File: src/rtl/mem_stage_pkg.sv
// Shared definitions for the memory-access stage: FSM encoding, alignment
// mask and the default timeout limit.
package mem_stage_pkg;

  typedef enum logic [1:0] {
    ST_IDLE = 2'd0,
    ST_REQ  = 2'd1,
    ST_RESP = 2'd2
  } mem_state_e;

  localparam logic [1:0] ALIGN_MASK      = 2'b11;
  localparam int         DEFAULT_TIMEOUT = 255;

  function automatic logic is_word_aligned(input logic [31:0] addr);
    return (addr[1:0] & ALIGN_MASK) == 2'b00;
  endfunction

endpackage

File: src/rtl/mem_timeout_counter.sv
// Cycle counter for an outstanding memory request; tc_o flags the last
// cycle the request may stay open.
module mem_timeout_counter #(
  parameter int WIDTH = 16,
  parameter int LIMIT = 255
) (
  input  logic clk_i,
  input  logic rst_i,
  input  logic clr_i,
  input  logic en_i,
  output logic tc_o
);

  localparam logic [WIDTH-1:0] TC_VAL = WIDTH'(LIMIT - 1);

  logic [WIDTH-1:0] count;

  always_ff @(posedge clk_i or negedge rst_i) begin
    if (!rst_i)
      count <= '0;
    else if (clr_i)
      count <= '0;
    else if (en_i)
      count <= count + WIDTH'(1);
  end

  assign tc_o = (count == TC_VAL);

endmodule

File: src/rtl/mem_access_stage.sv
// MEM stage: issues loads/stores over a req/ready handshake, stalls upstream
// while an access is open, aborts hung accesses and flags misaligned ones.
module mem_access_stage
  import mem_stage_pkg::*;
#(
  parameter int TIMEOUT_CYCLES = DEFAULT_TIMEOUT,
  parameter int CNT_WIDTH      = 16
) (
  input  logic        clk_i,
  input  logic        rst_i,
  input  logic        valid_i,
  input  logic        MemRead_i,
  input  logic        MemWrite_i,
  input  logic        RegWrite_i,
  input  logic        MemtoReg_i,
  input  logic [31:0] ALUResult_i,
  input  logic [31:0] WriteData_i,
  input  logic [4:0]  RDaddr_i,
  output logic        mem_req_o,
  output logic        mem_we_o,
  output logic [31:0] mem_addr_o,
  output logic [31:0] mem_wdata_o,
  input  logic        mem_ready_i,
  input  logic [31:0] mem_rdata_i,
  output logic        stall_o,
  output logic        RegWrite_o,
  output logic        MemtoReg_o,
  output logic [31:0] Data1_o,
  output logic [31:0] Data2_o,
  output logic [4:0]  RDaddr_o,
  output logic        err_o,
  input  logic        err_clr_i
);

  mem_state_e  state;
  logic [31:0] rdata_q;
  logic        fault_q;
  logic        mem_op, start, misalign, done, timeout, tc;

  assign mem_op   = valid_i & (MemRead_i | MemWrite_i);
  assign start    = (state == ST_IDLE) &  mem_op &  is_word_aligned(ALUResult_i);
  assign misalign = (state == ST_IDLE) &  mem_op & ~is_word_aligned(ALUResult_i);
  assign done     = (state == ST_REQ)  &  mem_ready_i;
  assign timeout  = (state == ST_REQ)  & ~mem_ready_i & tc;

  mem_timeout_counter #(
    .WIDTH (CNT_WIDTH),
    .LIMIT (TIMEOUT_CYCLES)
  ) u_timeout (
    .clk_i (clk_i),
    .rst_i (rst_i),
    .clr_i (state != ST_REQ),
    .en_i  (state == ST_REQ),
    .tc_o  (tc)
  );

  always_ff @(posedge clk_i or negedge rst_i) begin
    if (!rst_i) begin
      state       <= ST_IDLE;
      mem_req_o   <= 1'b0;
      mem_we_o    <= 1'b0;
      mem_addr_o  <= '0;
      mem_wdata_o <= '0;
      rdata_q     <= '0;
      fault_q     <= 1'b0;
      err_o       <= 1'b0;
    end else begin
      if (misalign || timeout)
        err_o <= 1'b1;
      else if (err_clr_i)
        err_o <= 1'b0;

      case (state)
        ST_IDLE: begin
          if (start) begin
            state       <= ST_REQ;
            mem_req_o   <= 1'b1;
            mem_we_o    <= MemWrite_i;
            mem_addr_o  <= ALUResult_i;
            mem_wdata_o <= WriteData_i;
            fault_q     <= 1'b0;
          end
        end
        ST_REQ: begin
          if (done) begin
            rdata_q   <= mem_we_o ? '0 : mem_rdata_i;
            mem_req_o <= 1'b0;
            mem_we_o  <= 1'b0;
            state     <= ST_RESP;
          end else if (timeout) begin
            rdata_q   <= '0;
            fault_q   <= 1'b1;
            mem_req_o <= 1'b0;
            mem_we_o  <= 1'b0;
            state     <= ST_RESP;
          end
        end
        ST_RESP: state <= ST_IDLE;
        default: state <= ST_IDLE;
      endcase
    end
  end

  // RESP re-reads the held EX/MEM inputs; only Data1 comes from the access.
  always_comb begin
    stall_o    = 1'b0;
    RegWrite_o = 1'b0;
    Data1_o    = '0;
    case (state)
      ST_IDLE: begin
        stall_o    = start;
        RegWrite_o = valid_i & RegWrite_i & ~mem_op;
      end
      ST_REQ:  stall_o = 1'b1;
      ST_RESP: begin
        Data1_o    = rdata_q;
        RegWrite_o = RegWrite_i & ~fault_q;
      end
      default: ;
    endcase
    if (!rst_i)
      stall_o = 1'b0;
  end

  assign Data2_o    = ALUResult_i;
  assign RDaddr_o   = RDaddr_i;
  assign MemtoReg_o = MemtoReg_i;

endmodule

File: config.mk
export PLATFORM = sky130hd
export DESIGN_NAME = mem_access_stage
export DESIGN_NICKNAME = d
export VERILOG_FILES = /design/src/rtl/mem_stage_pkg.sv /design/src/rtl/mem_timeout_counter.sv /design/src/rtl/mem_access_stage.sv
export SDC_FILE = /design/constraint.sdc
export NUM_CORES = 1
export LEC_CHECK = 0
export CAP_MARGIN = 0
export CORE_MARGIN = 4
export CORE_UTILIZATION = 25
export DETAILED_ROUTE_END_ITERATION = 10
export HOLD_SLACK_MARGIN = 0.03
export PLACE_DENSITY = 0.51
export SLEW_MARGIN = 20
export SYNTH_ARGS = -nofsm -noshare
export SYNTH_HDL_FRONTEND = slang
export SYNTH_HIERARCHICAL = 1
export SYNTH_SLANG_ARGS = --single-unit
File: constraint.sdc
create_clock -name clk_i -period 5.3 [get_ports clk_i]
set_input_delay 0.795 -clock clk_i [delete_from_list [all_inputs] [get_ports clk_i]]
set_output_delay 0.795 -clock clk_i [all_outputs]
set_load 0.02 [all_outputs]
==> metrics.md <==
| Metric | Value |
|---|---|
| Die Ht | 152 µm |
| Post-synthesis register bit count | 118 |
| Vias | 3780 |
| Routed vias/inst | 4.27 |
| Clock sinks | 118 |
| Clock Latency Late Sink | 400 ps |
| Max stage delay cell, worst path | clkdlybuf4s50_1 |
| Die Wd | 152 µm |
| I/O Buffers | 236 |
| Vias in the first global route | 4137 |
| Setup TNS | 0 ps |
| Crit path arrival time | 2540 ps |
| CP Class | in2out |
| Drt first pass iters | 4 |
| Crit-path max cell delay | 670 ps |
| H-tree level count | 4 |
| CP dominant cell by count | clkdlybuf4s50_1 |
| R2R Setup Slk | 2960 ps |
| CP Max Fanout | 2 |
| Leakage Power | 3.37 nW |
| Commonest non-fill, non-tap cell in the layout | clkdlybuf4s50_1 |
| Final Hold Fails | 0 |
| Ports | 249 |
| Clock slew at reported path FFs | 50 ps |
| Slew @ Worst Pin | 906 ps |
| Max-cap viol count | 0 |
| Max IR drop VDD | 0.000218 V |
| Tmin final | 3340 ps |
| Reg2reg start | state[0] |
| Worst Slack Setup Final | 1960 ps |
| Post-DR wirelength/cell | 15.9 µm |
| Post-CTS setup buffers | 0 |
| GRT Overall Usage | 12.4% |
| Root buffer cell | clkbuf_16 |
| Status | finished, final reports clean |
| Core ar. | 20300 µm² |
| Fillers | 1954 |
| Critical path, cell by cell | clkdlybuf4s50_1, nor3b_2, o211ai_4, a21oi_1, clkdlybuf4s50_1 |
| Detail Placement HPWL | 10.3 mm |
| Post-Syn Area | 5170 µm² |
| Rel. slew slack | 39.6% |
| RSZ-0062 raised after global routing | false |
| Achievable Freq | 0.300 GHz |
| Initial Util | 25.5% |
| Worst EP required | 4510 ps |
| Die ar. | 23100 µm² |
| Total placed instance area | 7540 µm² |
| DRT iter0 DRCs | 156 |
| Largest net degree at the start of global routing | 69 |
| Fin. max-slew vios | 0 |
| Endpoint type of the worst setup path | output port |
| Distinct cells, synth | 41 |
| CTS buffer count | 17 |
| Initial antenna violation count | 0 |
| Warnings, synthesis | 6 |
| Syn-to-layout area delta | 57.4% |
| DRT antenna net count | 0 |
| Syn_nets | 513 |
| GPL Wtd Cong | 0.790 |
| First-pass GRT wire length | 23.1 mm |
| Global route overflow | 0 |
| Clk_skew | 7.51 ps |
| Seq/Total Area, Yosys | 57.1% |
| Mapped Cells | 401 |
| Finished Cell Area | 8150 µm² |
| Max Root-Sink Buffers | 2 |
| Most frequent cells in the layout | clkdlybuf4s50_1 (235), dfrtp_1 (118), mux2_2 (60), and2_1 (34), a22o_1 (32) |
| Ant diodes | 0 |
| # rows | 52 |
| Layout cells sized above 1 | 17.4% |
| Average size of a mapped cell | 12.9 µm² |
| Cts hold-fix bufs | 0 |
| Final #Nets | 716 |
| Post-CTS sizing | 0 |
| Total wire length | 14.1 mm |
| Fin crit share | 63.0% |
| CTS tree | built |
| Drt drc | 0 |
| CP startpoint | valid_i |
| # setup viols final | 0 |
| Cell area power density | 531 nW/µm² |
| Min-delay worst type | in2async |
| Startpoint class of the critical path | primary input |
| Pre-CTS setup slack | 1930 ps |
path summary, 6_finish.rpt:
check	endpoint	cells past startpoint
min in group clk_i	mem_addr_o[1]	1
worst max-delay path	stall_o	5
worst min-delay path	rdata_q[15]	1
worst min register to register	mem_addr_o[1]	1
worst max register to register	u_timeout/count[14]	6
max in group asynchronous	mem_wdata_o[16]	2
cells by family (layout without fill, tap and decap cells):
kind of cell	count (synthesis)	count (layout)	share of synthesized area, %
compound gates	51	51	7.88
xor+xnor	11	11	1.86
fa+ha+maj	2	2	0.483
buf+inv	66	281	8.22
flops	118	118	57.1
mux	64	64	14.1
simple gates	89	89	10.4
where the power goes:
group / switching [W] / internal [W]
combinational: 0.000795 / 0.000892
clock: 0.000388 / 0.000785
sequential: 0.000193 / 0.00127
total: 0.00138 / 0.00295
metrics by stage:
stage / total power (W) / utilization, % / std cells / hold WS, ps
2_1_floorplan: 0.00235 / - / 401 / 456
3_3_place_gp: 0.00315 / 37.1 / 854 / 475
3_5_place_dp: 0.00318 / 37.1 / 855 / 483
4_1_cts: 0.00439 / 40.1 / 886 / 456
5_1_grt: 0.00458 / 40.1 / 886 / 492
6_report: 0.00433 / 40.1 / 886 / 444
layout make-up:
cell class | count | area [µm²] | share of cell area, %
clock inverters | 8 | 121 | 1.49
inverters | 9 | 33.8 | 0.415
clock buffers | 23 | 488 | 5.99
flip-flops and latches | 118 | 2950 | 36.2
repair buffers | 241 | 2400 | 29.5
well taps | 270 | 338 | 4.15
multi-input cells | 217 | 1810 | 22.2
metal layers:
metal  global-route usage (%)  wire length [µm]  vias to the layer above
li1                         -                 -                     1771
met1                     14.4              5740                     1836
met2                     20.7              7080                      151
met3                     4.66               906                       22
met4                     4.92               349                        0
met5                        0                 0                        -
registers in the layout, summed over array words and instances (netlist names):
register / cells
fault_q: 1
mem_wdata_o: 32
mem_we_o: 1
mem_req_o: 1
err_o: 1
rdata_q: 32
mem_addr_o: 32
u_timeout/count: 16
state: 2
critical path: cells and delay by family:
| kind | cells | cell delay (ps) |
|---|---|---|
| buffers and inverters | 2 | 1160 |
| AO/OA/AOI/OAI | 2 | 300 |
| AND/OR/NAND/NOR | 1 | 280 |
synthesized netlist by cell type, drive strengths merged:
| master | number | area share [%] |
|---|---|---|
| o211ai | 2 | 0.48 |
| nand3 | 3 | 0.29 |
| o2111ai | 1 | 0.17 |
| and4 | 1 | 0.17 |
| nor2 | 16 | 1.2 |
| a22o | 32 | 5.4 |
| mux2 | 63 | 14 |
| nand4 | 5 | 0.89 |
| o221ai | 2 | 0.34 |
| nand2b | 2 | 0.24 |
| nor4b | 2 | 0.34 |
| clkbuf | 6 | 0.44 |
| nand2 | 6 | 0.44 |
| inv | 9 | 0.65 |
| o21ai | 6 | 0.58 |
| xor2 | 2 | 0.34 |
| nor3b | 3 | 0.75 |
| a211oi | 1 | 0.15 |
| mux2i | 1 | 0.19 |
| nor2b | 3 | 0.41 |
| nor4 | 3 | 0.36 |
| ha | 2 | 0.48 |
| or3 | 5 | 0.63 |
| dfrtp | 118 | 57 |
| xnor2 | 9 | 1.5 |
| and2 | 34 | 4.1 |
| buf | 51 | 7.1 |
| nor3 | 6 | 0.58 |
| a21oi | 6 | 0.58 |
| o2bb2ai | 1 | 0.17 |
(Power assumes the default switching activity.)
